## src/rtl/sprite_overlay.sv

```systemverilog
// ============================================================================
// Module      : sprite_overlay
// Description : Two-stage pixel pipeline that draws one bouncing solid sprite
//               over the incoming background colour. Optional macro
//               SPRITE_BORDER_EN draws a white 1-pixel ring around the sprite.
// Revision    : 1.0 - initial release
// ============================================================================
`timescale 1ns/1ps
`default_nettype none

module sprite_overlay #(
  parameter int          HACT      = 640,
  parameter int          VACT      = 480,
  parameter int          SPR_W     = 32,
  parameter int          SPR_H     = 32,
  parameter int          STEP      = 2,
  parameter logic [23:0] SPR_COLOR = 24'hFFFF00
) (
  input  logic        clk,
  input  logic        rst_n,
  input  logic [10:0] hcount,
  input  logic [10:0] vcount,
  input  logic        picture,
  input  logic        hsync,
  input  logic        vsync,
  input  logic [7:0]  bg_r,
  input  logic [7:0]  bg_g,
  input  logic [7:0]  bg_b,
  input  logic        move_en,
  output logic [7:0]  red,
  output logic [7:0]  green,
  output logic [7:0]  blue,
  output logic        de_o,
  output logic        hsync_o,
  output logic        vsync_o,
  output logic [7:0]  frame_cnt
);

  localparam logic [11:0] c_hact   = 12'(HACT);
  localparam logic [11:0] c_vact   = 12'(VACT);
  localparam logic [11:0] c_spr_w  = 12'(SPR_W);
  localparam logic [11:0] c_spr_h  = 12'(SPR_H);
  localparam logic [11:0] c_step   = 12'(STEP);
  localparam logic [23:0] c_border = 24'hFFFFFF;

  // Returns {new_dir, new_pos[10:0]}; 12-bit arithmetic keeps the sum clear of overflow.
  function automatic logic [11:0] axis_next(
    input logic [10:0] pos,
    input logic        dir,
    input logic [11:0] lim,
    input logic [11:0] size
  );
    logic [11:0] p;
    logic [11:0] lim_pos;
    p       = {1'b0, pos};
    lim_pos = lim - size;
    axis_next = {dir, pos};
    if (!dir) begin
      if (p + c_step + size > lim) axis_next = {1'b1, lim_pos[10:0]};
      else                         axis_next = {1'b0, 11'(p + c_step)};
    end else begin
      if (p < c_step) axis_next = {1'b0, 11'd0};
      else            axis_next = {1'b1, 11'(p - c_step)};
    end
  endfunction

  logic [10:0] r_spr_x, r_spr_y;
  logic        r_dir_x, r_dir_y;
  logic        r_vs_d;
  logic [7:0]  r_frame_cnt;
  logic        w_tick;
  logic [11:0] w_x_nxt, w_y_nxt;

  assign w_tick  = vsync & ~r_vs_d;
  assign w_x_nxt = axis_next(r_spr_x, r_dir_x, c_hact, c_spr_w);
  assign w_y_nxt = axis_next(r_spr_y, r_dir_y, c_vact, c_spr_h);

  always_ff @(posedge clk or negedge rst_n) begin
    if (!rst_n) begin
      r_vs_d      <= 1'b0;
      r_frame_cnt <= 8'd0;
      r_spr_x     <= 11'd0;
      r_spr_y     <= 11'd0;
      r_dir_x     <= 1'b0;
      r_dir_y     <= 1'b0;
    end else begin
      r_vs_d <= vsync;
      if (w_tick) begin
        r_frame_cnt <= r_frame_cnt + 8'd1;
        if (move_en) begin
          r_dir_x <= w_x_nxt[11];
          r_spr_x <= w_x_nxt[10:0];
          r_dir_y <= w_y_nxt[11];
          r_spr_y <= w_y_nxt[10:0];
        end
      end
    end
  end

  // Stage 1: sprite hit test against the current raster position
  logic [11:0] w_h, w_v, w_x0, w_y0, w_x1, w_y1;
  logic        w_inside, w_ring;

  assign w_h      = {1'b0, hcount};
  assign w_v      = {1'b0, vcount};
  assign w_x0     = {1'b0, r_spr_x};
  assign w_y0     = {1'b0, r_spr_y};
  assign w_x1     = w_x0 + c_spr_w;
  assign w_y1     = w_y0 + c_spr_h;
  assign w_inside = (w_h >= w_x0) && (w_h < w_x1) && (w_v >= w_y0) && (w_v < w_y1);
`ifdef SPRITE_BORDER_EN
  assign w_ring   = w_inside && ((w_h == w_x0) || (w_h == w_x1 - 12'd1) ||
                                 (w_v == w_y0) || (w_v == w_y1 - 12'd1));
`else
  assign w_ring   = 1'b0;
`endif

  logic        r_inside_d1, r_ring_d1, r_de_d1, r_hs_d1, r_vs_d1;
  logic [23:0] r_bg_d1;
  logic [23:0] r_rgb;
  logic        r_de_d2, r_hs_d2, r_vs_d2;

  always_ff @(posedge clk or negedge rst_n) begin
    if (!rst_n) begin
      r_inside_d1 <= 1'b0;
      r_ring_d1   <= 1'b0;
      r_de_d1     <= 1'b0;
      r_hs_d1     <= 1'b0;
      r_vs_d1     <= 1'b0;
      r_bg_d1     <= 24'd0;
    end else begin
      r_inside_d1 <= w_inside;
      r_ring_d1   <= w_ring;
      r_de_d1     <= picture;
      r_hs_d1     <= hsync;
      r_vs_d1     <= vsync;
      r_bg_d1     <= {bg_r, bg_g, bg_b};
    end
  end

  // Stage 2: colour select, blanked outside active video
  always_ff @(posedge clk or negedge rst_n) begin
    if (!rst_n) begin
      r_rgb   <= 24'd0;
      r_de_d2 <= 1'b0;
      r_hs_d2 <= 1'b0;
      r_vs_d2 <= 1'b0;
    end else begin
      r_de_d2 <= r_de_d1;
      r_hs_d2 <= r_hs_d1;
      r_vs_d2 <= r_vs_d1;
      if (!r_de_d1)         r_rgb <= 24'd0;
      else if (r_ring_d1)   r_rgb <= c_border;
      else if (r_inside_d1) r_rgb <= SPR_COLOR;
      else                  r_rgb <= r_bg_d1;
    end
  end

  assign red       = r_rgb[23:16];
  assign green     = r_rgb[15:8];
  assign blue      = r_rgb[7:0];
  assign de_o      = r_de_d2;
  assign hsync_o   = r_hs_d2;
  assign vsync_o   = r_vs_d2;
  assign frame_cnt = r_frame_cnt;

endmodule

`default_nettype wire

```

## config.mk

```make
export PLATFORM = sky130hd
export DESIGN_NAME = sprite_overlay
export DESIGN_NICKNAME = d
export VERILOG_FILES = /design/src/rtl/sprite_overlay.sv
export SDC_FILE = /design/constraint.sdc
export NUM_CORES = 1
export LEC_CHECK = 0
export CORE_MARGIN = 2
export CORE_UTILIZATION = 24
export CTS_CLUSTER_DIAMETER = 120
export DETAILED_ROUTE_END_ITERATION = 16
export PLACE_DENSITY_LB_ADDON = 0.25
export SLEW_MARGIN = 20
export SYNTH_ARGS = -nofsm -noshare
export SYNTH_HDL_FRONTEND = slang
export SYNTH_SLANG_ARGS = --single-unit
```

## constraint.sdc

```tcl
create_clock -name clk -period 3.24 [get_ports clk]
set_input_delay 0.486 -clock clk [delete_from_list [all_inputs] [get_ports clk]]
set_output_delay 0.486 -clock clk [all_outputs]
set_load 0.02 [all_outputs]
```

==> flow_summary.toml, run 1 <==
[detailed_routing]
ant_nets = 0
post_drt_via_cell_ratio = 4.83
via_count = 4322
routedWlPerCell_um = 15.0
drtPass1Iterations = 5
drcViolationCount = 0
drtIter0Drc = 369
wl_mm = 13.4

[yosys]
yosysUniqueCellTypes = 74
ys_ff_latch = 85
synth_top_area_share_pct = 41.3
synth.top_cells.by_area = "dfrtp_1 41%, ha_1 10%, xnor2_1 4.2%"
seq_area_frac_synth_pct = 41.3
synth-edff-count = 0
postSynthAreaPerCell_um2 = 9.85
synth_cells = 523
syn-num-nets = 618
synth.largest_area_cell = "dfrtp_1"
ys_warn_count = 0
async_flop_share_pct = 100
synth_top_flop_cell = "dfrtp_1"
synth_area_um2 = 5150

[floorplan]
start_util_pct = 24.5
ioPinCount = 87
die_height_um = 151
core_um2 = 21000
die_x_um = 151
num_rows = 53
die_area_um2 = 22700

[clock_tree]
clk_pin_slew_worst_paths_ns = 0.07
cts_tree = "built"
cts_setup_buffers = 0
numCtsBuffers = 9
clock_path_buffers = 2
clkLatencyLatePin_ns = 0.34
cts.sinks = 85
cts.htree.levels = 3
clockRootBuffer = "clkbuf_16"

[sta]
maxSlewViolCount = 0
setup_ws_ns = 0.129
grt_setup_unrepaired = "false"
finalSetupTns_ns = 0
fmax_mhz = 321
period_share_pct = 96.0
tightest_slew_ns = 0.738
setup_viol = 0
hold_violations = 0
min_period_ns = 3.11
slew_headroom_pct = 50.3
fin_skew_ns = 0.00922

[setup_path]
cp_slowest_cell = "dfrtp_2"
path_class = "flop to flop"
endpoint_kind = "flop"
crit_start = "r_spr_x[1]$_DFFE_PN0P_"
path_delay_family = "compound AO/OA/AOI/OAI gates"
cpPeakStageDelay_ns = 0.45
crit_required_ns = 3.47
worstPathCellList = "nand4_2 > o21a_1 > or2_2 > ha_1 > nor3b_1 > nand3_1 > o21ai_1 > o22ai_1 > o31ai_4 > nand3b_1 > a211o_1"
r2r_start = "r_spr_x[1]$_DFFE_PN0P_"
path_max_fanout = 9
crit_buf_inv = 0
critPathLaunchType = "flop"
arrival_ns = 3.34

[pwr]
internal_power_uw = 2720
p_leak_uw = 0.00271
switchingPower_uw = 1870
powerDensity_nw_per_um2 = 685
seq_power_share_pct = 32.4
ir_worst_vdd_uv = 240
swShare_pct = 40.7
p_clk_share_pct = 21.9
pwr-share-comb_pct = 45.8

[flow_run]
maxCapViolCount = 0

[place]
place_hpwl_mm = 10.0
preCtsSetupSlack_ns = 0.0228
io_buffers = 86
routabilityCongestion = 0.871

[cells_and_area]
finalNetCount = 709
drive_gt1_share_pct = 10.8
num_antenna_cells = 0
final.fill_count = 2133
areaGrowthSynthToFinish_pct = 30.0

[grt]
grt_pass1_wl_mm = 21.9
grt.total_usage_pct = 12.2
antenna_found_initial = 0
grt_overflow = 0
grt_pass1_vias = 4215
grt_max_degree = 86

[hold_path]
hold_class = "input pin to async pin"

[status]
outcome = "completed"
[cells in the final DEF, fill, tap and decap left out, types with 8 or more instances in the layout]
| cell type | instances |
|---|---|
| nor4_1 | 8 |
| nor2_1 | 23 |
| o21ai_1 | 9 |
| inv_1 | 29 |
| a21oi_1 | 24 |
| nand4_1 | 9 |
| o21ai_0 | 24 |
| clkdlybuf4s50_1 | 85 |
| ha_1 | 42 |
| xnor2_1 | 24 |
| nand2_1 | 26 |
| dfrtp_1 | 83 |
| nand3_1 | 21 |
| clkbuf_16 | 9 |
| o21a_1 | 23 |
| buf_4 | 22 |
| and2_1 | 11 |
| nor3_1 | 23 |
[per-stage QoR]
step	area (um^2)	utilization [%]	power, uW	hold WS, ns	instances
4_1_cts	6690	31.8	4620	0.192	894
3_3_place_gp	6400	30.4	3560	0.339	878
6_report	6700	31.9	4590	0.158	894
2_1_floorplan	5150	-	2910	0.190	523
3_5_place_dp	6400	30.4	3590	0.353	878
5_1_grt	6700	31.9	4960	0.197	894
[registers in the layout, indices dropped and copies added (netlist names)]
signal / count
hsync_o: 1
r_dir_y: 1
frame_cnt: 8
vsync_o: 1
r_bg_d1: 24
r_inside_d1: 1
de_o: 1
r_hs_d1: 1
r_dir_x: 1
r_spr_x: 10
r_vs_d1: 1
r_spr_y: 10
r_de_d1: 1
r_rgb: 24
[metal layers]
metal  GRT usage (%)  vias to the layer above  wire [um]
met5               0                        -          0
met2            18.5                      145       5840
met4            2.69                        0         96
met1            17.4                     2086       6600
li1                -                     2084          -
met3            3.03                        7        845
[synth_stat cells, types with 3 or more instances]
cell type and instances:
a21o_1 4, a21oi_1 24, a22oi_1 4, a31oi_1 6, and2_1 11, and3_1 4
buf_2 8, buf_4 6, clkbuf_1 14, dfrtp_1 85, ha_1 43, inv_1 29
nand2_1 26, nand2b_1 7, nand3_1 21, nand4_1 9, nor2_1 23, nor2b_1 5
nor3_1 23, nor4_1 8, o21a_1 23, o21ai_0 25, o21ai_1 8, o22ai_1 3
o31a_1 3, o31ai_1 5, or3_1 4, or4_1 4, xnor2_1 25, xnor2_2 3
[cell type report]
class	count	area, um^2	share of cell area [%]
Timing Repair Buffer	108	1040	15.5
Inverter	30	113	1.68
Clock buffer	10	239	3.57
Sequential cell	85	2130	31.8
Clock inverter	6	51.3	0.766
Multi-Input combinational cell	380	2790	41.6
Tap cell	275	344	5.14
[path summary, 6_finish.rpt]
kind / depth (start not counted) / slack, ns / end
worst max-delay path: 11 / 0.13 / r_spr_x[5]$_DFFE_PN0P_
worst min-delay path: 2 / 0.16 / r_rgb[14]$_DFF_PN0_
worst max register to register: 11 / 0.13 / r_spr_x[5]$_DFFE_PN0P_
worst min register to register: 0 / 0.37 / hsync_o$_DFF_PN0_
max in group asynchronous: 2 / 2.70 / r_spr_x[2]$_DFFE_PN0P_
min in group clk: 0 / 0.37 / hsync_o$_DFF_PN0_
[power groups by stage]
stage               Sequential (uW)  Combinational, uW  Clock [uW]
floorplan                      1460               1440           0
global placement               1490               2070           0
detailed placement             1490               2090           0
CTS                            1480               2100        1050
global route                   1520               2360        1090
finish                         1490               2100        1000
[repair_timing]
item | CTS | global route
resized for setup | 1 | 4
hold buffers | 0 | 0
endpoints found under the setup margin | 1 | 10
[logic make-up (layout without fill, tap and decap cells)]
family          Yosys count  in the layout  synth area share [%]
simple gates            165            165                  17.9
compound gates          137            137                  19.0
flops                    85             85                  41.3
buf+inv                  58            154                  4.86
fa+ha+maj                44             44                  10.6
xor+xnor                 30             30                  5.54
mux                       4              4                 0.850
No activity file was read; power rests on OpenSTA's default activity.
==> inputs of run 2 (changes only) <==
Settings changed: GPL_TIMING_DRIVEN set to 0.
==> run 2 against run 1 <==
Against the previous run: sequential power is 4% lower; maximum frequency hardly changed; sequential share of layout area is 0.39 points lower; die area stayed put; count of clock-buffer cells in the layout is 1 higher; cell count is 1.5% higher; combinational power is 8% higher.
==> flow_summary.toml, run 2 (same netlist as run 1, synthesis figures left out) <==
[detailed_routing]
drtPass1Iterations = 7
drcViolationCount = 0
ant_nets = 0
via_count = 4387
routedWlPerCell_um = 15.1
drtIter0Drc = 244
post_drt_via_cell_ratio = 4.84
wl_mm = 13.7

[floorplan]
start_util_pct = 24.5
num_rows = 53
core_um2 = 21000
die_height_um = 151
die_x_um = 151
ioPinCount = 87
die_area_um2 = 22700

[cells_and_area]
finish.utilization_pct = 32.2
largest_registers = "r_bg_d1 (24), r_rgb (24)"
multi_input_area_um2 = 2830
areaGrowthSynthToFinish_pct = 31.5
final_common_cell = "clkdlybuf4s50_1"
ff_latch_area_um2 = 2130
final_cell_mix = "85 x clkdlybuf4s50_1, 84 x dfrtp_1, 40 x ha_1"
finalNetCount = 722
drive_gt1_share_pct = 11.1
num_antenna_cells = 0
final.fill_count = 2177

[setup_path]
path_class = "flop to flop"
path_max_fanout = 10
crit_required_ns = 3.46
endpoint_kind = "flop"
critPathLaunchType = "flop"
arrival_ns = 3.34

[sta]
slew_headroom_pct = 55.4
hold_violations = 0
tightest_slew_ns = 0.665
maxSlewViolCount = 0
fmax_mhz = 321
setup_viol = 0
holdWs_ns = 0.141
min_period_ns = 3.11
fin_skew_ns = 0.00565
period_share_pct = 96.1

[pwr]
ir_worst_vdd_uv = 208
powerDensity_nw_per_um2 = 688
p_leak_uw = 0.00274

[status]
outcome = "completed"

[clock_tree]
cts.htree.levels = 3
clock_path_buffers = 2
cts_tree = "built"
cts.sinks = 85
cts_hold_buf = 0
clkLatencyLatePin_ns = 0.34
numCtsBuffers = 9
clockRootBuffer = "clkbuf_16"
clk_pin_slew_worst_paths_ns = 0.07

[grt]
grt_overflow = 0
antenna_found_initial = 0
grt_pass1_wl_mm = 22.2
grt.total_usage_pct = 12.4
grt_pass1_vias = 4248
grt_max_degree = 47

[flow_run]
maxCapViolCount = 0

[place]
routabilityCongestion = 0.866
io_buffers = 86
place_hpwl_mm = 10.5

[hold_path]
hold_class = "input pin to async pin"
## run 2: cell count changes in the layout (fill, tap and decap cells not counted), moves of 4 or more
cell	before	now
buf_4	22	12
clkbuf_1	0	15
buf_2	0	5
buf_6	0	4
## run 2: through the flow
step | instance area [um^2] | total power, uW | setup slack (ns) | std cells | setup TNS (ns)
global route | 6780 | 5030 | -0.00286 | 907 | -0.00286
CTS | 6710 | 4660 | 0.0316 | 904 | 0
floorplan | 5150 | 2910 | 0.280 | 523 | 0
global placement | 6360 | 3540 | -1.53 | 884 | -130.06
finish | 6780 | 4670 | 0.126 | 907 | 0
detailed placement | 6380 | 3590 | -0.181 | 885 | -1.28
## run 2: critical path: stages (launching register included)
cell and delay [ns]:
dfrtp_1 0.38, buf_6 0.16, inv_2 0.10, or2_2 0.33, xnor2_2 0.18, inv_1 0.10
ha_4 0.28, nor2b_1 0.14, maj3_1 0.19, a32oi_1 0.05, a22o_1 0.21, a22o_1 0.22
o211a_1 0.30, a311o_1 0.34
## run 2: path summary, 6_finish.rpt
kind	slack (ns)	startpoint	endpoint	cells after the start
min in group clk	0.35	r_hs_d1$_DFF_PN0_	hsync_o$_DFF_PN0_	0
max in group asynchronous	2.49	rst_n	r_hs_d1$_DFF_PN0_	2
min	0.14	rst_n	r_bg_d1[14]$_DFF_PN0_	1
min reg2reg	0.35	r_hs_d1$_DFF_PN0_	hsync_o$_DFF_PN0_	0
max	0.13	r_spr_y[5]$_DFFE_PN0P_	r_spr_y[5]$_DFFE_PN0P_	13
max reg2reg	0.13	r_spr_y[5]$_DFFE_PN0P_	r_spr_y[5]$_DFFE_PN0P_	13
## run 2: metal layers
metal  track usage [%]  up-vias  part of all wire [%]
li1                  -     2113                     -
met1              17.4     2109                    49
met2              19.3      152                    45
met3              2.06       13                   5.3
met4              4.43        0                   1.3
met5                 0        -                     0
## run 2: power breakdown
| part | leakage [uW] | switching, uW | total [uW] | internal (uW) |
|---|---|---|---|---|
| Clock | 0.000136 | 428 | 971 | 542 |
| Combinational | 0.00157 | 1280 | 2270 | 985 |
| Sequential | 0.00104 | 186 | 1430 | 1240 |
## run 2: area by class of cell
| cell class | instances | share of cell area [%] |
|---|---|---|
| clock inverters | 5 | 0.517 |
| repair buffers | 93 | 13.7 |
| flip-flops and latches | 85 | 31.4 |
| clock buffers | 11 | 3.58 |
| plain buffers | 28 | 2.36 |
| well taps | 275 | 5.08 |
| inverters | 30 | 1.66 |
| multi-input cells | 380 | 41.7 |
## run 2: repair_timing
item                                    in CTS  in global routing
pin swaps                                    3                  6
resized for setup                            8                  9
hold endpoints to repair                     0                  0
endpoints found under the setup margin      19                 20
setup buffers                                3                  3
==> inputs of run 3 (changes only) <==
Settings changed: PLACE_DENSITY set to 0.39, PLACE_DENSITY_LB_ADDON 0.25 to unset.
==> run 3 against run 2 <==
Against the previous run: sequential power about the same; sequential share of layout area about the same; core utilization about the same; hold slack worse by 0.012 ns; maximum frequency down 1.2%; total power up 1.3%; clock power up 1%; die area unchanged; count of clock-buffer cells in the layout unchanged; sequential cell count unchanged; design area up 0.11%; register-to-register slack worse by 0.04 ns.
==> flow_summary.toml, run 3 (same netlist as run 1, synthesis figures left out) <==
[sta]
grt_setup_unrepaired = "true"
setup_viol = 0
setup_ws_ns = 0.0877
min_period_ns = 3.15
slew_headroom_pct = 52.5
fin_skew_ns = 0.00771
period_share_pct = 97.3
hold_violations = 0
tightest_slew_ns = 0.708
maxSlewViolCount = 0
fmax_mhz = 317

[detailed_routing]
wl_mm = 14.7
drcViolationCount = 0
post_drt_via_cell_ratio = 4.75
via_count = 4309
drtPass1Iterations = 4
ant_nets = 0
routedWlPerCell_um = 16.2
drtIter0Drc = 228

[clock_tree]
clockRootBuffer = "clkbuf_16"
cts_hold_buf = 0
cts.sinks = 85
clock_path_buffers = 2
clkLatencyLatePin_ns = 0.35
cts.htree.levels = 3
clk_pin_slew_worst_paths_ns = 0.07
cts_tree = "built"
numCtsBuffers = 9

[status]
outcome = "completed"

[floorplan]
die_height_um = 151
die_area_um2 = 22700
ioPinCount = 87
num_rows = 53
die_x_um = 151
start_util_pct = 24.5
core_um2 = 21000

[pwr]
pwr-share-comb_pct = 49.2
seq_power_share_pct = 30.0
powerDensity_nw_per_um2 = 696
p_leak_uw = 0.00273
switchingPower_uw = 1950
ir_worst_vdd_uv = 259
internal_power_uw = 2780
p_clk_share_pct = 20.8
swShare_pct = 41.3

[place]
place_hpwl_mm = 11.2
routabilityCongestion = 0.789
preCtsSetupSlack_ns = -0.224
io_buffers = 86

[setup_path]
path_class = "flop to flop"
path_max_fanout = 10
cp_slowest_cell = "dfrtp_1"
cpPeakStageDelay_ns = 0.36
worstPathCellList = "buf_6 > inv_2 > or2_2 > xnor2_2 > inv_1 > ha_4 > nor2b_1 > maj3_1 > a32oi_1 > a22o_1 > a22o_1 > o2111ai_4 > o31a_1"
crit_required_ns = 3.47
crit_buf_inv = 3
cpMostUsedCell = "a22o_1"
endpoint_kind = "flop"
worst-r2r-cell-count = 13
path_depth = 13
arrival_ns = 3.38
critPathLaunchType = "flop"
path_delay_family = "compound AO/OA/AOI/OAI gates"

[cells_and_area]
areaGrowthSynthToFinish_pct = 31.7
num_antenna_cells = 0
drive_gt1_share_pct = 11.2
finish.utilization_pct = 32.3
largest_registers = "r_bg_d1 (24), r_rgb (24)"
finalNetCount = 722
final_cell_mix = "85 x clkdlybuf4s50_1, 84 x dfrtp_1, 40 x ha_1"
final_common_cell = "clkdlybuf4s50_1"

[grt]
grt_pass1_wl_mm = 23.9
grt_max_degree = 47
grt.total_usage_pct = 13.6
antenna_found_initial = 0
grt_overflow = 0
grt_pass1_vias = 4433

[hold_path]
hold_class = "input pin to async pin"

[flow_run]
maxCapViolCount = 0
## run 3: metal layers
layer | up-vias | global-route usage, % | wire length [um]
met5 | - | 0 | 0
met1 | 2064 | 17.5 | 6520
met2 | 110 | 22.4 | 7160
met3 | 23 | 2.91 | 681
met4 | 0 | 5.33 | 333
li1 | 2112 | - | -
## run 3: timing repair
action / CTS / global route
endpoints found under the setup margin: 21 / 21
buffers inserted: 3 / 3
gates resized for setup: 9 / 9
pin swaps: 3 / 4
## run 3: cell type report
class	instances	area, um^2
multi-input cells	380	2830
clock buffers	11	243
plain buffers	28	153
inverters	30	113
repair buffers	93	931
clock inverters	5	42.5
flip-flops and latches	85	2130
fillers	2157	14200
well taps	275	344
## run 3: power by group through the flow
stage	clock network (uW)	logic (uW)	registers (uW)
2_1_floorplan	0	1440	1460
3_3_place_gp	0	2200	1440
5_1_grt	1080	2590	1450
4_1_cts	1030	2300	1420
3_5_place_dp	0	2220	1430
6_report	984	2320	1420
## run 3: path summary, 6_finish.rpt
check,from,end,slack [ns]
setup / recovery,r_spr_y[5]$_DFFE_PN0P_,r_spr_y[7]$_DFFE_PN0P_,0.09
max in group asynchronous,rst_n,frame_cnt[5]$_DFFE_PN0P_,2.47
hold / removal,rst_n,r_bg_d1[15]$_DFF_PN0_,0.13
hold reg to reg,r_hs_d1$_DFF_PN0_,hsync_o$_DFF_PN0_,0.34
setup reg to reg,r_spr_y[5]$_DFFE_PN0P_,r_spr_y[7]$_DFFE_PN0P_,0.09
min in group clk,r_hs_d1$_DFF_PN0_,hsync_o$_DFF_PN0_,0.34
## run 3: through the flow
step	power (uW)	hold WS, ns	cells	area, um^2	setup TNS [ns]
finish	4730	0.130	907	6790	0
global route	5120	0.166	907	6790	-0.0616
floorplan	2910	0.190	523	5150	0
detailed placement	3660	0.336	885	6380	-2.21
CTS	4750	0.151	904	6720	0
global placement	3630	0.335	884	6360	-134.60
==> RTL edit, RTL diff (flow settings as in run 1) <==
Change the parameter `HACT` from 640 to 320.
--- a/src/rtl/sprite_overlay.sv
+++ b/src/rtl/sprite_overlay.sv
@@ -9,7 +9,7 @@
 `default_nettype none
 
 module sprite_overlay #(
-  parameter int          HACT      = 640,
+  parameter int          HACT      = 320,
   parameter int          VACT      = 480,
   parameter int          SPR_W     = 32,
   parameter int          SPR_H     = 32,
Formal check against the unedited RTL: no difference found for any inputs over 10 cycles, from zero or initial values and one cycle with rst_n low; that may be too few to reach the edited logic, so the function may still have changed.
==> RTL edit against run 1 <==
  * Wire length down 9.7%
  * Maximum frequency up 7.8%
  * Count of clock-buffer cells in the layout down 1
  * Critical endpoint is now r_spr_x[8]$_DFFE_PN0P_
  * Final cell count down 7.6%
  * Sequential power up 4%
  * Setup slack better by 220 ps
  * Power down 5.3%
  * Final area down 7.3%
  * Largest cell class unchanged
  * Area after synthesis down 6.9%
  * Sequential cell count unchanged
  * Clock skew down 2.5 ps
==> RTL edit: results (changes against run 1) <==
Global route
  • Total track usage: 0.1179 (-0.003701)
  • Largest net degree at the start of global routing: 44 (-49%)
  • First-pass GRT wire length: 20450 um (-6.4%)

Synthesis
  • Register area share after synthesis: 0.4434 (+0.03068)
  • Post-Syn Nets: 569 (-7.9%)
  • Synth area leaders: dfrtp_1 44%, ha_1 11%, xnor2_1 5.1%
  • Mapped Cells: 474 (-9.4%)
  • Post-synth top cells: 85 x dfrtp_1, 43 x ha_1, 28 x o21ai_0, 28 x xnor2_1

Place
  • Final HPWL DP: 9123 um (-8.9%)
  • DP Area: 0.005909 mm2 (-7.6%)
  • Dpl ws: 423.2 ps (+400.4 ps)
  • Routability Congestion: 0.9050 (+3.9%)
  • Port buffer count: 85 (-1.2%)
  • Placed Cells: 810 (-7.7%)

Cells and area
  • NonClk Buf Share: 0.1451 (-0.009547)
  • Clock buffer count: 9 (-1)
  • # fillers: 2039 (-4.4%)
  • Fin nets: 651 (-8.2%)
  • Fraction of area in multi-input gates: 0.3950 (-0.02095)
  • Sequential share of cell area: 0.3426 (+0.02471)
  • Footprint of the multi-input gates: 0.002452 mm2 (-12%)
  • Comb_multi_in: 342 (-10%)
  • Share of layout cells above drive strength 1: 0.06774 (-0.04050)

Clocking
  • # resized after CTS: 0 (-1)

Routing
  • Avg Vias per Cell: 4.705 (-2.7%)
  • Total routed wirelength: 12080 um (-9.7%)
  • Initial drt markers: 202 (-45%)
  • 1st-pass router iterations: 6 (+1)

Worst setup path
  • Worst Path Max Fanout: 10 (+1)
  • Data arrival, critical path: 3110 ps (-230 ps)

Timing
  • Worst Skew: 6.754 ps (-2.471 ps)
  • Slew at the pin closest to its max-slew limit: 643.7 ps (-94.67 ps)

Power
  • Static Leak: 0.002503 uW (-7.6%)
  • IR Drop Worst-Case VDD: 0.0002096 V (-13%)

Run status
  • Status: finished clean
[RTL edit: kinds of logic after synthesis]
kind of cell,after synthesis,synth area share
AND/OR/NAND/NOR,138,0.1542
AO/OA/AOI/OAI,128,0.1834
flip-flops,85,0.4434
buffers and inverters,47,0.04538
adder cells (fa/ha/maj),43,0.1122
XOR/XNOR,30,0.05477
multiplexers,3,0.006781
[RTL edit: report_power, final]
part	switching, uW	leakage [uW]	internal (uW)	total, uW
Combinational	965	0.00132	799	1760
Clock	431	0.000146	600	1030
Sequential	309	0.00104	1250	1550
Total	1700	0.00250	2640	4350
[RTL edit: routing by layer]
layer,track usage,part of all wire,routed length (um),vias to the layer above
met5,0,0,0,-
met4,0.03922,0.015,181,0
met3,0.02038,0.044,535,15
met2,0.1806,0.44,5346,124
met1,0.1688,0.50,6020,1869
li1,-,-,-,1878
[RTL edit: final timing paths]
check	startpoint	endpoint	slack, ps	depth (start not counted)
max	r_spr_x[3]$_DFFE_PN0P_	r_spr_x[8]$_DFFE_PN0P_	350	10
min	rst_n	frame_cnt[4]$_DFFE_PN0P_	130	1
max reg2reg	r_spr_x[3]$_DFFE_PN0P_	r_spr_x[8]$_DFFE_PN0P_	350	10
min reg2reg	r_hs_d1$_DFF_PN0_	hsync_o$_DFF_PN0_	350	0
max in group asynchronous	rst_n	r_spr_y[4]$_DFFE_PN0P_	2380	2
min in group clk	r_hs_d1$_DFF_PN0_	hsync_o$_DFF_PN0_	350	0
[RTL edit: critical path: stages, from the launching register on]
cell      delay (ps)
dfrtp_1          540
nand4_2          210
or2_2            350
xnor2_1          240
ha_1             200
inv_1             60
a211oi_1         290
o221ai_1         200
nor2b_2          210
nand2_2          130
a221o_2          360
